$ cat config.mk
export PLATFORM = sky130hd
export DESIGN_NAME = fp16_mul_arbiter
export DESIGN_NICKNAME = d
export VERILOG_FILES = /design/src/rtl/fp16_mac_pkg.sv /design/src/rtl/fp16_mul_arbiter_rr.sv /design/src/rtl/fp16_mul_arbiter.sv
export SDC_FILE = /design/constraint.sdc
export NUM_CORES = 1
export LEC_CHECK = 0
export ABC_AREA = 1
export CAP_MARGIN = 20
export CELL_PAD_IN_SITES_DETAIL_PLACEMENT = 1
export CELL_PAD_IN_SITES_GLOBAL_PLACEMENT = 2
export CORE_MARGIN = 1.5
export CORE_UTILIZATION = 24
export DETAILED_ROUTE_END_ITERATION = 10
export HOLD_SLACK_MARGIN = 0.1
export MAX_ROUTING_LAYER = met4
export PLACE_DENSITY = 0.84
export SLEW_MARGIN = 10
export SYNTH_ARGS = -nofsm -noshare
export SYNTH_HDL_FRONTEND = slang
export SYNTH_SLANG_ARGS = --single-unit
$ cat constraint.sdc
create_clock -name CLK -period 2.65 [get_ports CLK]
set_clock_uncertainty 0.1 [all_clocks]
set_input_delay 0.53 -clock CLK [delete_from_list [all_inputs] [get_ports CLK]]
set_output_delay 0.53 -clock CLK [all_outputs]
set_load 0.01 [all_outputs]
$ cat src/rtl/fp16_mac_pkg.sv
// Shared definitions for the float MAC: operand width, fp16 constants and
// elaboration-time width helpers.
package fp16_mac_pkg;

  localparam int unsigned FP16_W = 16;

  localparam logic [FP16_W-1:0] FP16_ONE = 16'h3C00;
  localparam logic [FP16_W-1:0] FP16_TWO = 16'h4000;

  function automatic int unsigned clog2(input int unsigned v);
    int unsigned r;
    r = 0;
    for (int unsigned i = 0; i < 32; i++) begin
      if ((64'd1 << i) < 64'(v)) r = i + 1;
    end
    return r;
  endfunction

  // Index width that never collapses to zero bits.
  function automatic int unsigned idw(input int unsigned n);
    return (clog2(n) < 1) ? 1 : clog2(n);
  endfunction

endpackage

$ cat src/rtl/fp16_mul_arbiter_rr.sv
// Round-robin arbiter: first asserted request at or after ptr, wrapping,
// reported both one-hot and as an index.
module rr_arbiter
  import fp16_mac_pkg::*;
#(
  parameter int unsigned NREQ = 4,
  parameter int unsigned IDW  = idw(NREQ)
) (
  input  logic [NREQ-1:0] req,
  input  logic [IDW-1:0]  ptr,
  output logic [NREQ-1:0] grant,
  output logic [IDW-1:0]  idx,
  output logic            any
);

  always_comb begin
    logic [IDW-1:0] cand;
    grant = '0;
    idx   = '0;
    any   = 1'b0;
    cand  = '0;
    for (int unsigned i = 0; i < NREQ; i++) begin
      cand = IDW'((32'(ptr) + i) % NREQ);
      if (!any && req[cand]) begin
        any         = 1'b1;
        idx         = cand;
        grant[cand] = 1'b1;
      end
    end
  end

endmodule

$ cat src/rtl/fp16_mul_arbiter.sv
// Shares one pipelined fp16 multiplier among NREQ requesters; results return
// in issue order through a credit-protected FIFO tagged with requester id.
module fp16_mul_arbiter
  import fp16_mac_pkg::*;
#(
  parameter  int unsigned NREQ    = 4,
  parameter  int unsigned MUL_LAT = 1,
  parameter  int unsigned RBUF    = 4,
  localparam int unsigned IDW     = idw(NREQ)
) (
  input  logic                     CLK,
  input  logic                     RESET,
  input  logic [NREQ-1:0]          req_valid,
  output logic [NREQ-1:0]          req_ready,
  input  logic [NREQ*FP16_W-1:0]   req_a,
  input  logic [NREQ*FP16_W-1:0]   req_b,
  output logic [FP16_W-1:0]        mul_a,
  output logic [FP16_W-1:0]        mul_b,
  input  logic [FP16_W-1:0]        mul_out,
  output logic                     rsp_valid,
  input  logic                     rsp_ready,
  output logic [FP16_W-1:0]        rsp_data,
  output logic [IDW-1:0]           rsp_id,
  output logic                     busy
);

  localparam int unsigned PW = idw(RBUF);
  localparam int unsigned CW = clog2(RBUF + 1);

  logic [IDW-1:0]    rr_ptr;
  logic [IDW-1:0]    gnt_idx;
  logic [NREQ-1:0]   gnt;
  logic              gnt_any;
  logic              issue;
  logic              push;
  logic              pop;
  logic [CW-1:0]     credits;
  logic [CW-1:0]     count;
  logic [FP16_W-1:0] mul_a_q;
  logic [FP16_W-1:0] mul_b_q;
  logic [MUL_LAT-1:0] tag_v;
  logic [IDW-1:0]    tag_id   [MUL_LAT];
  logic [FP16_W-1:0] fifo_data[RBUF];
  logic [IDW-1:0]    fifo_id  [RBUF];
  logic [PW-1:0]     wr_ptr;
  logic [PW-1:0]     rd_ptr;

  rr_arbiter #(.NREQ(NREQ), .IDW(IDW)) u_arb (
    .req   (req_valid),
    .ptr   (rr_ptr),
    .grant (gnt),
    .idx   (gnt_idx),
    .any   (gnt_any)
  );

  // Operands pass straight through on an issue cycle so the multiplier's own
  // register provides the MUL_LAT stages; otherwise the last pair is held.
  always_comb begin
    issue     = !RESET && (credits != '0) && gnt_any;
    req_ready = issue ? gnt : '0;
    mul_a     = issue ? req_a[gnt_idx*FP16_W +: FP16_W] : mul_a_q;
    mul_b     = issue ? req_b[gnt_idx*FP16_W +: FP16_W] : mul_b_q;
    push      = tag_v[MUL_LAT-1];
    rsp_valid = (count != '0);
    pop       = rsp_valid && rsp_ready;
    rsp_data  = rsp_valid ? fifo_data[rd_ptr] : '0;
    rsp_id    = rsp_valid ? fifo_id[rd_ptr] : '0;
    busy      = (|tag_v) || rsp_valid;
  end

  always_ff @(posedge CLK) begin
    if (RESET) begin
      rr_ptr  <= '0;
      credits <= CW'(RBUF);
      count   <= '0;
      wr_ptr  <= '0;
      rd_ptr  <= '0;
      mul_a_q <= '0;
      mul_b_q <= '0;
      tag_v   <= '0;
    end else begin
      if (issue) begin
        rr_ptr  <= (gnt_idx == IDW'(NREQ - 1)) ? '0 : gnt_idx + 1'b1;
        mul_a_q <= mul_a;
        mul_b_q <= mul_b;
      end
      tag_v[0] <= issue;
      for (int unsigned i = 1; i < MUL_LAT; i++) tag_v[i] <= tag_v[i-1];
      case ({issue, pop})
        2'b10:   credits <= credits - 1'b1;
        2'b01:   credits <= credits + 1'b1;
        default: credits <= credits;
      endcase
      case ({push, pop})
        2'b10:   count <= count + 1'b1;
        2'b01:   count <= count - 1'b1;
        default: count <= count;
      endcase
      if (push) wr_ptr <= (wr_ptr == PW'(RBUF - 1)) ? '0 : wr_ptr + 1'b1;
      if (pop)  rd_ptr <= (rd_ptr == PW'(RBUF - 1)) ? '0 : rd_ptr + 1'b1;
    end
  end

  // Ids and storage need no reset: validity lives in tag_v and count.
  always_ff @(posedge CLK) begin
    tag_id[0] <= gnt_idx;
    for (int unsigned i = 1; i < MUL_LAT; i++) tag_id[i] <= tag_id[i-1];
    if (push) begin
      fifo_data[wr_ptr] <= mul_out;
      fifo_id[wr_ptr]   <= tag_id[MUL_LAT-1];
    end
  end

endmodule

==> reports/metrics.cfg <==
[sta]
setup_ws_ns=-0.620
slew_violations=0
tightest_slew_ns=0.603
timing.final.crit_share_pct=123
rsz0062_at_grt=true
setup_viol_count_final=41
fmax_mhz=306
maxSlewHeadroom_pct=59.8
hold_violations=0
finalCriticalPeriod_ns=3.27

[detailed_routing]
dr.pass1.iters=6
final_antenna_net_count=0
wire_per_inst_um=17.9
via_per_inst=4.60
drt_iter0_drc=310
routed-via-count=7728
drc=0
routed_wl_um=30200

[setup_path]
crit_fanout=5
cp_top_family=buffers and inverters
critPathSlowestCell=dfxtp_4
max_stage_delay_ns=0.35
critPathKind=flop to output port
crit_path_cell_trace=inv_4 > ha_4 > inv_4 > nand3_4 > nand2_8 > nand3_4 > nor2_4 > buf_6 > o21ai_4 > buf_12 > buf_12 > buf_6 > nand3_4 > nand3_2 > nand2_2 > inv_2 > buf_6
cp-end-kind=output port
path_buf_inv=8
cp.arrival_ns=2.64
crit_required_ns=2.02
cp-start-kind=flop

[yosys]
synth_top_area_cell=edfxtp_1
synth_common_cells=196 x inv_1, 130 x nand2_1, 114 x nor2_1
ys_top_cells_by_area=edfxtp_1 30%, dfxtp_1 14%, inv_1 10%
ys_seq_area_share_pct=44.0
synth_edf_count=72
synth_most_common_cell=inv_1
synthesis.nets=1119
ys_ff_latch=121
ys.flop_type=edfxtp_1
ys_types=37
syn_area_per_cell_um2=7.51
synth_top_area_share_pct=30.3
synth_cells=951
synthArstFlopShare_pct=0
netlist_area_um2=7140
yosys_warnings=0

[floorplanning]
ios=207
die-area_um2=30800
die_y_um=175
start_util_pct=24.6
num_rows=62
coreArea_um2=29000
fp.dieW_um=175

[global_routing]
gr-total-overflow=0
grt_pass1_vias=8302
grt.total_usage_pct=19.7
grt_max_degree=65
grt_pass1_wl_um=45100
antenna_found_initial=2

[cts]
cts-buffers-inserted=17
hold_buffers=0
clk_pin_slew_ns=0.06
cts_root_buffer=clkbuf_16
clock_latency_ns=0.41
clockBufferDepth=2
htreeDepth=4
cts.sinks=121
cts_tree=done

[outcome]
violations=negative setup slack
outcome=complete, but fails checks

[final_layout]
drive_gt1_share_pct=33.8
fin_cells=1681
fin_nets=1450
area_delta_synth_final_pct=78.6
fill_cells=3372

[placement]
gp_congestion=0.834
dp.cells=1540
numPortBuffers=206
hpwl_um=17500
pre_cts_ws_ns=-0.996

[hold_path]
min_path_type=flop to flop

[pwr]
ir_worst_vdd_v=0.000733
power_density_nw_per_um2=1620
p_leak_nw=6.04

[job]
cap_violations=0

per-stage QoR:
| step | TNS [ns] | power [mW] | area, um2 | util, % | hold slack [ns] |
|---|---|---|---|---|---|
| 2_1_floorplan | 0 | 7.94 | 7160 | - | 0.338 |
| 3_3_place_gp | -33.90 | 11.6 | 9940 | 34.3 | 0.353 |
| 3_5_place_dp | -36.73 | 11.8 | 9940 | 34.3 | 0.370 |
| 4_1_cts | -26.61 | 19.0 | 12100 | 41.7 | 0.385 |
| 5_1_grt | -26.09 | 21.9 | 12800 | 44.0 | 0.401 |
| 6_report | -20.62 | 20.6 | 12800 | 44.0 | 0.380 |
layout make-up:
| class | instances | area [um2] | share of cell area, % |
|---|---|---|---|
| Clock buffer | 17 | 425 | 3.34 |
| Timing Repair Buffer | 369 | 3970 | 31.2 |
| Clock inverter | 15 | 181 | 1.42 |
| Inverter | 201 | 777 | 6.09 |
| Sequential cell | 121 | 3150 | 24.7 |
| Multi-Input combinational cell | 572 | 3760 | 29.5 |
| Tap cell | 384 | 480 | 3.77 |
| Antenna cell | 2 | 5.00 | 0.0392 |
timing repair:
item / in CTS / in global routing
buffers inserted: 110 / 33
pin swaps: 49 / 78
cloned: 13 / 5
setup endpoints to repair: 54 / 60
resized for setup: 276 / 220
cells in the final DEF, fill, tap and decap left out, types with 14 or more instances in the layout:
cell type        instances
or2_0                   15
nand3_4                 19
ha_1                    14
nand2_2                 53
or2_1                   14
nand2_4                 14
inv_1                  169
nor2_1                 105
nand4_1                 64
dfxtp_1                 46
nand3_1                 31
edfxtp_1                72
buf_4                   83
nand2_1                 69
buf_6                   67
buf_12                  22
a21oi_1                 27
clkbuf_16               20
inv_2                   26
clkdlybuf4s50_1        147
o21ai_0                 48
nand3_2                 59
path summary, 6_finish.rpt:
path,startpoint,slack (ns),to,cells after the start
min,tag_id[0][1],0.38,fifo_id[2][1],0
max reg2reg,rr_ptr[0],-0.56,mul_b_q[9],24
min reg2reg,tag_id[0][1],0.38,fifo_id[2][1],0
max,rr_ptr[0],-0.62,mul_b[1],17
cell families (layout without fill, tap and decap cells):
kind of cell | after synthesis | count (layout) | share of synthesized area (%)
buffers and inverters | 258 | 602 | 14.9
AOI/OAI and AO/OA | 90 | 90 | 6.55
DFF | 121 | 121 | 44.0
and+or+nand+nor | 464 | 464 | 31.2
adders and majority gates | 17 | 17 | 3.19
xor gates and xnor gates | 1 | 1 | 0.123
other | 0 | 2 | 0
per-layer routing:
metal	GRT usage [%]	part of all wire, %
met3	4.83	5.6
met2	34.7	50
met1	22.0	42
met4	5.77	2.7
met5	-	0
state kept, by name, indices dropped and copies added, names as in the netlist, named ones only:
| register | flops |
|---|---|
| count | 3 |
| credits | 3 |
| fifo_data | 64 |
| fifo_id | 8 |
| mul_a_q | 16 |
| mul_b_q | 16 |
| push | 1 |
| rd_ptr | 2 |
| rr_ptr | 2 |
| tag_id | 2 |
| wr_ptr | 2 |
where the power goes:
part / total, mW / switching (mW) / internal, mW / leakage [nW]
registers: 2.74 / 0.182 / 2.56 / 1.07
clock network: 2.44 / 1.01 / 1.43 / 0.293
logic: 15.4 / 7.78 / 7.65 / 4.68
Note: power is estimated with default switching activity, not from simulation.
